`src/rtl/serial_addsub_if.sv`:
```
// serial_addsub_if: bundles the request and result signals of serial_addsub.
//   master : drives start/sub/cin/a/b, observes busy/done/sum/cout/ovf
//   slave  : the adder side (inputs/outputs mirrored)
// The clock and reset are kept as plain ports on the modules.
interface serial_addsub_if #(
    parameter int unsigned WIDTH = 8
);
    logic             start;  // operation request
    logic             sub;    // 0 = a + b + cin, 1 = a - b - cin
    logic             cin;    // carry-in (add) / borrow-in (subtract)
    logic [WIDTH-1:0] a;      // operand A
    logic [WIDTH-1:0] b;      // operand B
    logic             busy;   // bits being processed
    logic             done;   // one-cycle completion pulse
    logic [WIDTH-1:0] sum;    // result, held until the next done
    logic             cout;   // carry out of the MSB (1 = no borrow on subtract)
    logic             ovf;    // signed overflow

    modport master (
        output start, sub, cin, a, b,
        input  busy, done, sum, cout, ovf
    );

    modport slave (
        input  start, sub, cin, a, b,
        output busy, done, sum, cout, ovf
    );
endinterface

```
`src/rtl/serial_addsub.sv`:
```
// serial_addsub: bit-serial two's-complement adder/subtractor, LSB first.
// One full-adder bit (two half adders plus a carry flop) is evaluated per clock,
// so a WIDTH-bit result takes WIDTH cycles in RUN plus one DONE cycle.
//   clk  : rising-edge clock
//   rst  : synchronous reset, active-high (priority over start)
//   bus  : serial_addsub_if.slave
//          start/sub/cin/a/b sampled in IDLE or DONE only
//          busy high during RUN, done high for the single DONE cycle
//          sum/cout/ovf updated only on entry to DONE
module serial_addsub #(
    parameter int unsigned WIDTH = 8
) (
    input  logic           clk,
    input  logic           rst,
    serial_addsub_if.slave bus
);
    localparam int unsigned CntW = $clog2(WIDTH) + 1;
    localparam logic [CntW-1:0] LastCnt = CntW'(WIDTH - 1);

    typedef enum logic [1:0] {StIdle, StRun, StDone} state_e;

    state_e           state_q, state_d;
    logic [WIDTH-1:0] a_sh_q, a_sh_d;
    logic [WIDTH-1:0] b_sh_q, b_sh_d;
    logic [WIDTH-1:0] res_q, res_d;
    logic [WIDTH-1:0] sum_q, sum_d;
    logic             carry_q, carry_d;
    logic             cout_q, cout_d;
    logic             ovf_q, ovf_d;
    logic [CntW-1:0]  cnt_q, cnt_d;

    logic             half_s;
    logic             s_bit;
    logic             c_next;
    logic             last_bit;

    always_comb begin
        // Two cascaded half adders; their carries OR into the majority.
        half_s   = a_sh_q[0] ^ b_sh_q[0];
        s_bit    = half_s ^ carry_q;
        c_next   = (a_sh_q[0] & b_sh_q[0]) | (half_s & carry_q);
        last_bit = (cnt_q == LastCnt);

        state_d = state_q;
        a_sh_d  = a_sh_q;
        b_sh_d  = b_sh_q;
        res_d   = res_q;
        sum_d   = sum_q;
        carry_d = carry_q;
        cout_d  = cout_q;
        ovf_d   = ovf_q;
        cnt_d   = cnt_q;

        unique case (state_q)
            StRun: begin
                a_sh_d  = {1'b0, a_sh_q[WIDTH-1:1]};
                b_sh_d  = {1'b0, b_sh_q[WIDTH-1:1]};
                res_d   = {s_bit, res_q[WIDTH-1:1]};
                carry_d = c_next;
                cnt_d   = cnt_q + CntW'(1);
                if (last_bit) begin
                    sum_d   = {s_bit, res_q[WIDTH-1:1]};
                    cout_d  = c_next;
                    // carry_q here is the carry into the MSB
                    ovf_d   = carry_q ^ c_next;
                    state_d = StDone;
                end
            end
            StIdle, StDone: begin
                state_d = StIdle;
                if (bus.start) begin
                    // Subtract as a + ~b + 1 - cin, so the borrow-in inverts the carry.
                    a_sh_d  = bus.a;
                    b_sh_d  = bus.sub ? ~bus.b : bus.b;
                    carry_d = bus.cin ^ bus.sub;
                    cnt_d   = '0;
                    state_d = StRun;
                end
            end
            default: state_d = StIdle;
        endcase
    end

    always_ff @(posedge clk) begin
        if (rst) begin
            state_q <= StIdle;
            a_sh_q  <= '0;
            b_sh_q  <= '0;
            res_q   <= '0;
            sum_q   <= '0;
            carry_q <= 1'b0;
            cout_q  <= 1'b0;
            ovf_q   <= 1'b0;
            cnt_q   <= '0;
        end else begin
            state_q <= state_d;
            a_sh_q  <= a_sh_d;
            b_sh_q  <= b_sh_d;
            res_q   <= res_d;
            sum_q   <= sum_d;
            carry_q <= carry_d;
            cout_q  <= cout_d;
            ovf_q   <= ovf_d;
            cnt_q   <= cnt_d;
        end
    end

    assign bus.busy = (state_q == StRun);
    assign bus.done = (state_q == StDone);
    assign bus.sum  = sum_q;
    assign bus.cout = cout_q;
    assign bus.ovf  = ovf_q;
endmodule

```
`src/flat_wrapper.sv`:
```
// flat-port wrapper written by rule: the top's interface ports become plain ports
module serial_addsub_flat 
#(
    parameter int unsigned WIDTH = 8
)
  (clk, rst, bus_start, bus_sub, bus_cin, bus_a, bus_b, bus_busy, bus_done, bus_sum, bus_cout, bus_ovf);
  serial_addsub_if #(.WIDTH(WIDTH)) bus_i ();
  input  logic clk;
  input  logic rst;
  input wire logic [$bits(bus_i.start)-1:0] bus_start;
  input wire logic [$bits(bus_i.sub)-1:0] bus_sub;
  input wire logic [$bits(bus_i.cin)-1:0] bus_cin;
  input wire logic [$bits(bus_i.a)-1:0] bus_a;
  input wire logic [$bits(bus_i.b)-1:0] bus_b;
  output wire logic [$bits(bus_i.busy)-1:0] bus_busy;
  output wire logic [$bits(bus_i.done)-1:0] bus_done;
  output wire logic [$bits(bus_i.sum)-1:0] bus_sum;
  output wire logic [$bits(bus_i.cout)-1:0] bus_cout;
  output wire logic [$bits(bus_i.ovf)-1:0] bus_ovf;
  assign bus_i.start = bus_start;
  assign bus_i.sub = bus_sub;
  assign bus_i.cin = bus_cin;
  assign bus_i.a = bus_a;
  assign bus_i.b = bus_b;
  assign bus_busy = bus_i.busy;
  assign bus_done = bus_i.done;
  assign bus_sum = bus_i.sum;
  assign bus_cout = bus_i.cout;
  assign bus_ovf = bus_i.ovf;
  serial_addsub #(.WIDTH(WIDTH)) u_core (.clk(clk), .rst(rst), .bus(bus_i));
endmodule
```
`config.mk`:
```
export PLATFORM = sky130hd
export DESIGN_NAME = serial_addsub_flat
export DESIGN_NICKNAME = d
export VERILOG_FILES = /design/src/rtl/serial_addsub_if.sv /design/src/rtl/serial_addsub.sv /design/src/flat_wrapper.sv
export SDC_FILE = /design/constraint.sdc
export NUM_CORES = 1
export LEC_CHECK = 0
export ABC_AREA = 1
export ABC_CLOCK_PERIOD_IN_PS = 1800
export CAP_MARGIN = 40
export CORE_ASPECT_RATIO = 1.25
export CORE_MARGIN = 2
export CORE_UTILIZATION = 50
export CTS_BUF_LIST = sky130_fd_sc_hd__clkbuf_8 sky130_fd_sc_hd__clkbuf_16
export DETAILED_ROUTE_END_ITERATION = 10
export DONT_BUFFER_PORTS = 1
export PLACE_DENSITY_LB_ADDON = 0.05
export SLEW_MARGIN = 20
export SYNTH_ARGS = -nofsm -noshare
export SYNTH_HDL_FRONTEND = slang
export SYNTH_SLANG_ARGS = --single-unit
export TNS_END_PERCENT = 1
```
`constraint.sdc`:
```
create_clock -name clk -period 1.8 [get_ports clk]
set_input_delay 0.27 -clock clk [delete_from_list [all_inputs] [get_ports clk]]
set_output_delay 0.27 -clock clk [all_outputs]
set_load 0.1 [all_outputs]
```
==> results of run 1 <==
## metrics by stage
stage	area (um^2)	utilization	setup slack [ns]	total power [mW]
global route	2040	0.580	0.0868	1.97
global placement	1940	0.553	0.487	1.27
CTS	2040	0.580	0.146	1.88
detailed placement	1940	0.553	0.457	1.27
floorplan	1840	-	0.139	1.23
finish	2040	0.580	0.168	1.85
## worst reg2reg max path, delay by kind of cell, from the launching register on
kind | cells | cell delay [ns]
buf+inv | 1 | 0.13
simple gates | 5 | 0.74
flops | 1 | 0.43
## how the worst max path moves through the flow
| stage | depth (start not counted) | to | slack [ns] |
|---|---|---|---|
| after floorplan | 3 | bus_done | 0.14 |
| after global placement | 6 | u_core.a_sh_q[2]$_SDFFE_PP0P_ | 0.49 |
| after detailed placement | 6 | u_core.bus.sum[3]$_SDFFE_PP0P_ | 0.46 |
| after CTS | 3 | bus_busy | 0.15 |
| after global routing | 3 | bus_busy | 0.09 |
| final | 3 | bus_busy | 0.17 |
## Yosys cell counts (all sizes together)
library cell,instances,area share
fa,1,0.011
nand3b,2,0.0081
ha,1,0.0068
o21ai,24,0.065
nand2,83,0.18
inv,7,0.016
dfxtp,40,0.43
nor2,75,0.17
nand3,14,0.038
clkbuf,1,0.0027
buf,11,0.041
or2,1,0.0034
a21oi,6,0.018
xor2,1,0.0048
## report_power, final
| part | total (mW) | switching [mW] | internal [mW] | leakage, nW |
|---|---|---|---|---|
| clock | 0.603 | 0.329 | 0.274 | 0.0404 |
| combinational | 0.262 | 0.167 | 0.0956 | 0.608 |
| sequential | 0.982 | 0.0381 | 0.944 | 0.328 |
## placed cells by master, fill, tap and decap left out, types with 2 or more instances in the layout
cell type / Yosys / layout
nand2_1: 79 / 79
nor2_1: 72 / 71
dfxtp_1: 40 / 40
o21ai_0: 18 / 18
buf_4: 1 / 15
nand3_1: 14 / 14
o21ai_1: 6 / 6
inv_1: 5 / 5
a21oi_1: 5 / 5
clkbuf_8: 0 / 5
nand2_4: 3 / 3
nor2_2: 1 / 2
nand3b_1: 2 / 2
clkinvlp_4: 0 / 2
## cell type report
type / count / area (um^2)
clock buffers: 5 / 68.8
clock inverters: 3 / 23.8
fillers: 350 / 1480
inverters: 7 / 28.8
multi-input cells: 208 / 933
flip-flops and latches: 40 / 801
well taps: 39 / 48.8
repair buffers: 16 / 133
## flip-flops by register name (all words and copies together) (netlist names)
register	flops
u_core.carry_q	1
u_core.b_sh_q	8
u_core.bus.cout	1
u_core.bus.sum	8
u_core.state_q	2
u_core.bus.ovf	1
u_core.cnt_q	4
u_core.a_sh_q	8
u_core.res_q	7
## per-layer routing
metal / vias up / routed length (um) / track usage
met5: - / 0 / 0
met3: 5 / 177 / 0.0560
li1: 858 / - / -
met1: 667 / 1720 / 0.232
met4: 0 / 46 / 0.0749
met2: 26 / 1680 / 0.316
## logic make-up (layout without fill, tap and decap cells)
family / count (synthesis) / count (layout)
adders and majority gates: 2 / 2
and+or+nand+nor: 175 / 175
buffers and inverters: 19 / 31
DFF: 40 / 40
xor gates and xnor gates: 1 / 1
AOI/OAI and AO/OA: 30 / 30
==> results.yml, run 1 <==
status:
  outcome: "complete, no violations"
clock_network:
  postCtsSetupRepairBufs: 0
  ctsResizeCount: 0
  cts.reportedPaths.clkPinSlew_ns: 0.08
  root_buffer: "clkbuf_8"
  cts_tree: "built"
  clk_latency_ns: 0.30
  h-tree-depth: 2
  cts.path.max_buffers: 2
  numCtsBuffers: 5
  postCtsHoldBufs: 0
  cts_sinks: 40
global_route:
  grt_pass1_wl_mm: 6.22
  first_global_vias: 1471
  antenna_found_initial: 0
  gr-total-overflow: 0
  gr-usage-all-layers: 0.192
  grt_max_degree: 26
placed_design:
  hpwl_mm: 2.55
  place_inst: 310
  gp_congestion: 0.840
  io_buffers: 0
yosys:
  synth-seq-cells: 40
  yosysSeqAreaShare: 0.435
  synthMuxAreaShare: 0
  synth-xor-area-share: 0.00476
  syn-cell-area_um2: 1840
  synth_top_family_by_area: "simple AND/OR/NAND/NOR gates"
  syn_area_per_cell_um2: 6.90
  synth-simple-area-share: 0.399
  synth_fa_ha_area_frac: 0.0177
  synth_warnings: 0
  netlist_instances: 267
  synth.distinct_cells: 25
  synth-compound-area-share: 0.0836
  syn_nets: 290
timing:
  rsz0062_at_grt: "no"
  holdWs_ns: 0.0292
  tns_ns: 0
  drv_slew: 0
  fmax_mhz: 613
  period_share: 0.907
  fin_skew_ns: 0.00498
  setup_viol: 0
  period_minus_slack_ns: 1.63
  slew_headroom: 0.803
  hold_violations: 0
  worstMarginPinSlew_ns: 0.295
finish:
  drive_above_1_share: 0.129
  finalNetCount: 301
  layout.cells.non_filler: 318
  synthToLayoutAreaGrowth_pct: 10.6
  antennaDiodeCount: 0
critical_path:
  r2r-start: "u_core.state_q[0]$_SDFFE_PP0P_"
  cpPeakStageDelay_ns: 0.43
  startpoint: "u_core.state_q[0]$_SDFFE_PP0P_"
  crit_required_ns: 1.53
  cp_slowest_cell: "dfxtp_1"
  worstPathMaxFanout: 17
  critPathArrivalTime_ns: 1.36
  endpoint_kind: "output pin"
  timing.rr.end: "u_core.bus.sum[7]$_SDFFE_PP0P_"
  cp_top_family: "flip-flops"
  path_class: "reg2out"
  critPathBufInv: 2
  start_kind: "flip-flop"
  r2r_slack_ns: 0.46
  crit_chain: "inv_4 > nor2_4 > buf_12"
  reg2reg_depth: 6
job:
  maxCapViolCount: 0
route:
  viasPerCell: 4.89
  drt-total-wl_mm: 3.63
  vias: 1556
  ant_nets: 0
  drc: 0
  wire_per_inst_um: 11.4
  first_pass_iters: 4
  drt-initial-drc-count: 37
floorplan:
  rows: 24
  core_um2: 3510
  start_util: 0.524
  die-area_um2: 4190
  die_h_um: 71.9
  io_pins: 33
  die-width_um: 58.3
min_path:
  hold_depth: 1
  hold-path-endpoint: "u_core.a_sh_q[7]$_SDFFE_PP0P_"
  hp-start: "rst"
  hold_class: "in2reg"
power_and_ir_drop:
  power_leakage_nw: 0.977
  max-vdd-ir-drop_v: 0.000579
  power_density_nw_per_um2: 907
Power figures use the tool's default switching activity.
==> run 2: changes to the inputs <==
--- a/config.mk
+++ b/config.mk
@@ -10,7 +10,7 @@
 export CAP_MARGIN = 40
 export CORE_ASPECT_RATIO = 1.25
 export CORE_MARGIN = 2
-export CORE_UTILIZATION = 50
+export CORE_UTILIZATION = 42
 export CTS_BUF_LIST = sky130_fd_sc_hd__clkbuf_8 sky130_fd_sc_hd__clkbuf_16
 export DETAILED_ROUTE_END_ITERATION = 10
 export DONT_BUFFER_PORTS = 1
==> run 2 against run 1 <==
  * Routed wire length up 4.3%
  * Flip-flop and latch count unchanged
  * Register-to-register slack worse by 0.04 ns
  * Core utilization down 8.7 points
  * Global-route usage down 2.5 points
  * Final cell count up 5.3%
  * Sequential share of layout area down 0.26 points
  * Worst setup slack better by 0.12 ns
  * Non-clock buffer count up 1
  * Via count down 0.45%
  * Count of clock-buffer cells in the layout unchanged
  * Worst hold slack better by 0.018 ns
==> results.yml, run 2 (synthesized netlist as in run 1, its figures left out) <==
clock_network:
  root_buffer: "clkbuf_8"
  cts_sinks: 40
  clk_latency_ns: 0.28
  cts_tree: "built"
  numCtsBuffers: 5
  cts.path.max_buffers: 2
  cts.reportedPaths.clkPinSlew_ns: 0.07
  postCtsHoldBufs: 0
  h-tree-depth: 2
  ctsResizeCount: 0
  postCtsSetupRepairBufs: 0
placed_design:
  pre_cts_ws_ns: 0.440
  gp_congestion: 0.746
  io_buffers: 0
  place_inst: 328
  hpwl_mm: 2.67
  dpl-instance-area_um2: 1970
power_and_ir_drop:
  power_density_nw_per_um2: 875
  intPower_mw: 1.30
  power.share.sequential: 0.548
  power_switching_mw: 0.494
  clock_power_share: 0.304
  pwr-share-comb: 0.148
  switching_share: 0.275
  total_power_mw: 1.79
  power_leakage_nw: 0.986
  max-vdd-ir-drop_v: 0.000516
critical_path:
  path_class: "reg2out"
  endpoint_kind: "output pin"
  cp_common_cell: "buf_4"
  crit_chain: "buf_4 > nor2_2 > buf_4"
  cpPeakStageDelay_ns: 0.35
  crit_required_ns: 1.53
  cp_slowest_cell: "dfxtp_1"
  start_kind: "flip-flop"
  reg2reg_depth: 7
  critPathArrivalTime_ns: 1.24
  worstPathMaxFanout: 10
route:
  drt-initial-drc-count: 79
  first_pass_iters: 4
  drt-total-wl_mm: 3.78
  drc: 0
  viasPerCell: 4.62
  vias: 1549
  ant_nets: 0
  wire_per_inst_um: 11.3
finish:
  layout.cells.non_filler: 335
  multi_input_area_um2: 933
  fin_area_um2: 2050
  finalNetCount: 302
  fillers: 450
  layout_common_cells: "nand2_1, nor2_1, dfxtp_1"
  layout_commonest_cell: "nand2_1"
  regArea_um2: 801
  final_core_util: 0.492
  antennaDiodeCount: 0
  drive_above_1_share: 0.125
  synthToLayoutAreaGrowth_pct: 11.3
global_route:
  first_global_vias: 1469
  grt_pass1_wl_mm: 6.56
  grt_max_degree: 26
  antenna_found_initial: 0
  gr-usage-all-layers: 0.167
  gr-total-overflow: 0
floorplan:
  die-area_um2: 4930
  rows: 26
  io_pins: 33
  die-width_um: 63.2
  start_util: 0.442
  core_um2: 4160
  die_h_um: 78.0
min_path:
  hold_depth: 1
  hold_class: "in2reg"
timing:
  period_share: 0.837
  fmax_mhz: 663
  period_minus_slack_ns: 1.51
  setup_slack_ns: 0.293
  fin_skew_ns: 0.00360
  worstMarginPinSlew_ns: 0.289
  slew_headroom: 0.807
  rsz0062_at_grt: "no"
  hold_violations: 0
  drv_slew: 0
  holdWs_ns: 0.0473
  setup_viol: 0
  tns_ns: 0
status:
  outcome: "complete, no violations"
job:
  maxCapViolCount: 0
## run 2: path summary, 6_finish.rpt
path / startpoint / to / slack (ns)
worst max-delay path: u_core.state_q[0]$_SDFFE_PP0P_ / bus_done / 0.29
worst min-delay path: rst / u_core.state_q[0]$_SDFFE_PP0P_ / 0.05
worst max register to register: u_core.cnt_q[0]$_SDFFE_PP0P_ / u_core.bus.sum[3]$_SDFFE_PP0P_ / 0.42
worst min register to register: u_core.res_q[2]$_SDFFE_PP0P_ / u_core.bus.sum[1]$_SDFFE_PP0P_ / 0.47
## run 2: worst max-delay path, delay by kind of cell, from the launching register on
kind	cells	cell delay, ns
DFF	1	0.35
and+or+nand+nor	1	0.12
buffers and inverters	2	0.48
## run 2: layer usage
| metal | global-route usage | share of wire | routed length [um] |
|---|---|---|---|
| met5 | 0 | 0 | 0 |
| met4 | 0.0522 | 0.0056 | 21 |
| met3 | 0.0444 | 0.053 | 201 |
| met2 | 0.284 | 0.47 | 1780 |
| met1 | 0.206 | 0.47 | 1780 |
## run 2: cell type report
type                       count  share of cell area
inverter                       7              0.0140
timing repair buffer          17              0.0683
sequential                    40               0.390
tap                           56              0.0342
clock inverter                 2             0.00427
multi-input combinational    208               0.455
clock buffer                   5              0.0336
## run 2: power by group through the flow
stage	Combinational (mW)	Clock (mW)	Sequential (mW)
3_5_place_dp	0.269	0	1.00
4_1_cts	0.270	0.573	0.982
5_1_grt	0.313	0.616	0.991
2_1_floorplan	0.236	0	0.991
3_3_place_gp	0.269	0	1.00
6_report	0.266	0.545	0.983
==> run 3: changes to the inputs <==
--- a/config.mk
+++ b/config.mk
@@ -6,7 +6,7 @@
 export NUM_CORES = 1
 export LEC_CHECK = 0
 export ABC_AREA = 1
-export ABC_CLOCK_PERIOD_IN_PS = 1800
+export ABC_CLOCK_PERIOD_IN_PS = 1500
 export CAP_MARGIN = 40
 export CORE_ASPECT_RATIO = 1.25
 export CORE_MARGIN = 2
==> constraint.sdc (replaced) <==
create_clock -name clk -period 1.5 [get_ports clk]
set_input_delay 0.225 -clock clk [delete_from_list [all_inputs] [get_ports clk]]
set_output_delay 0.225 -clock clk [all_outputs]
set_load 0.1 [all_outputs]
==> run 3 against run 2 <==
  * Core utilization up 3.4 points
  * Flip-flop and latch count unchanged
  * Final cell count up 1.2%
  * Non-clock buffer count up 3
  * Worst hold slack better by 0.030 ns
  * Clock skew up 0.0042 ns
  * Clock power up 120%
  * Routed wire length up 2.2%
  * First-iteration DRC count down 3.8%
  * Sequential share of layout area down 2.4 points
  * Count of clock-buffer cells in the layout unchanged
  * Critical endpoint is now bus_busy
  * Largest cell class unchanged
  * Largest power group is now the clock network
==> results.yml, run 3 (synthesized netlist as in run 1, its figures left out) <==
status:
  outcome: "complete, no violations"
route:
  ant_nets: 0
  vias: 1580
  viasPerCell: 4.66
  drt-initial-drc-count: 76
  drc: 0
  first_pass_iters: 4
  drt-total-wl_mm: 3.87
  wire_per_inst_um: 11.4
critical_path:
  crit_chain: "inv_4 > nor2_4 > buf_12"
  r2r-start: "u_core.cnt_q[0]$_SDFFE_PP0P_"
  start_kind: "flip-flop"
  cp_slowest_cell: "dfxtp_4"
  timing.rr.end: "u_core.bus.sum[1]$_SDFFE_PP0P_"
  r2r_slack_ns: 0.14
  worstPathMaxFanout: 8
  path_class: "reg2out"
  crit_required_ns: 1.27
  critPathArrivalTime_ns: 1.19
  cpPeakStageDelay_ns: 0.37
  endpoint_kind: "output pin"
  reg2reg_depth: 7
clock_network:
  h-tree-depth: 2
  cts_sinks: 40
  cts_tree: "built"
  numCtsBuffers: 5
  cts.reportedPaths.clkPinSlew_ns: 0.07
  cts.path.max_buffers: 2
  clk_latency_ns: 0.29
  root_buffer: "clkbuf_8"
global_route:
  grt_pass1_wl_mm: 6.80
  first_global_vias: 1500
  gr-usage-all-layers: 0.171
  grt_max_degree: 28
  gr-total-overflow: 0
  antenna_found_initial: 0
power_and_ir_drop:
  max-vdd-ir-drop_v: 0.000728
  power_leakage_nw: 1.04
  power_density_nw_per_um2: 1240
floorplan:
  die-width_um: 63.2
  die-area_um2: 4930
  die_h_um: 78.0
  rows: 26
  start_util: 0.442
  io_pins: 33
  core_um2: 4160
min_path:
  hp-start: "bus_a[7]"
  hold-path-endpoint: "u_core.a_sh_q[7]$_SDFFE_PP0P_"
  hold_depth: 2
  hold_class: "in2reg"
finish:
  layout_commonest_cell: "nand2_1"
  finalNetCount: 305
  synthToLayoutAreaGrowth_pct: 19.1
  layout_common_cells: "nand2_1, nor2_1, dfxtp_1"
  drive_above_1_share: 0.138
  fin_area_um2: 2190
  antennaDiodeCount: 0
placed_design:
  gp_congestion: 0.740
  io_buffers: 0
  dpl-instance-area_um2: 2000
  pre_cts_ws_ns: 0.180
  hpwl_mm: 2.73
timing:
  fmax_mhz: 709
  period_share: 0.941
  setup_viol: 0
  tns_ns: 0
  slew_headroom: 0.803
  rsz0062_at_grt: "no"
  holdWs_ns: 0.0776
  fin_skew_ns: 0.00782
  period_minus_slack_ns: 1.41
  worstMarginPinSlew_ns: 0.295
  drv_slew: 0
  setup_slack_ns: 0.0888
  hold_violations: 0
job:
  maxCapViolCount: 0
## run 3: worst max-delay path: cells and delay by family (launching register included)
kind,cells,cell delay (ns)
DFF,1,0.37
buffers and inverters,2,0.29
and+or+nand+nor,1,0.23
## run 3: cell type report
type                       count  area (um^2)
tap                           56         70.1
clock buffer                   5         68.8
sequential                    40          805
fill                         438         1970
inverter                       7         28.8
clock inverter                 3         90.1
multi-input combinational    208          938
timing repair buffer          20          193
## run 3: worst max-delay path by stage
stage                                              start                              to
after floorplan           u_core.state_q[0]$_SDFFE_PP0P_                        bus_done
after global placement      u_core.cnt_q[0]$_SDFFE_PP0P_  u_core.bus.sum[6]$_SDFFE_PP0P_
after detailed placement  u_core.state_q[0]$_SDFFE_PP0P_  u_core.bus.sum[1]$_SDFFE_PP0P_
after CTS                 u_core.state_q[0]$_SDFFE_PP0P_                        bus_busy
after global routing        u_core.cnt_q[0]$_SDFFE_PP0P_  u_core.bus.sum[6]$_SDFFE_PP0P_
final                     u_core.state_q[0]$_SDFFE_PP0P_                        bus_busy
## run 3: what timing repair did
| action | CTS | global route |
|---|---|---|
| hold buffers | 1 | 1 |
| setup endpoints to repair | 1 | 1 |
| setup buffers | 0 | 2 |
| hold endpoints to repair | 4 | 1 |
| pin swaps | 0 | 1 |
| gates resized for setup | 1 | 1 |
## run 3: through the flow
stage	std cells	util	total power, mW
final	339	0.527	2.73
after detailed placement	327	0.479	1.53
after CTS	336	0.520	2.75
after floorplan	267	-	1.47
after global routing	339	0.527	2.87
after global placement	327	0.479	1.53
## run 3: per-layer routing
layer  global-route usage  routed length, um  up-vias
li1                     -                  -      862
met4               0.0522                 42        0
met3               0.0458                203        4
met1                0.210               1790      687
met2                0.291               1830       27
met5                    0                  0        -
## run 3: where the power goes
| group | internal, mW | total, mW | switching (mW) |
|---|---|---|---|
| clock network | 0.832 | 1.21 | 0.375 |
| registers | 1.13 | 1.18 | 0.0445 |
| logic | 0.130 | 0.340 | 0.211 |
| total | 2.09 | 2.73 | 0.630 |
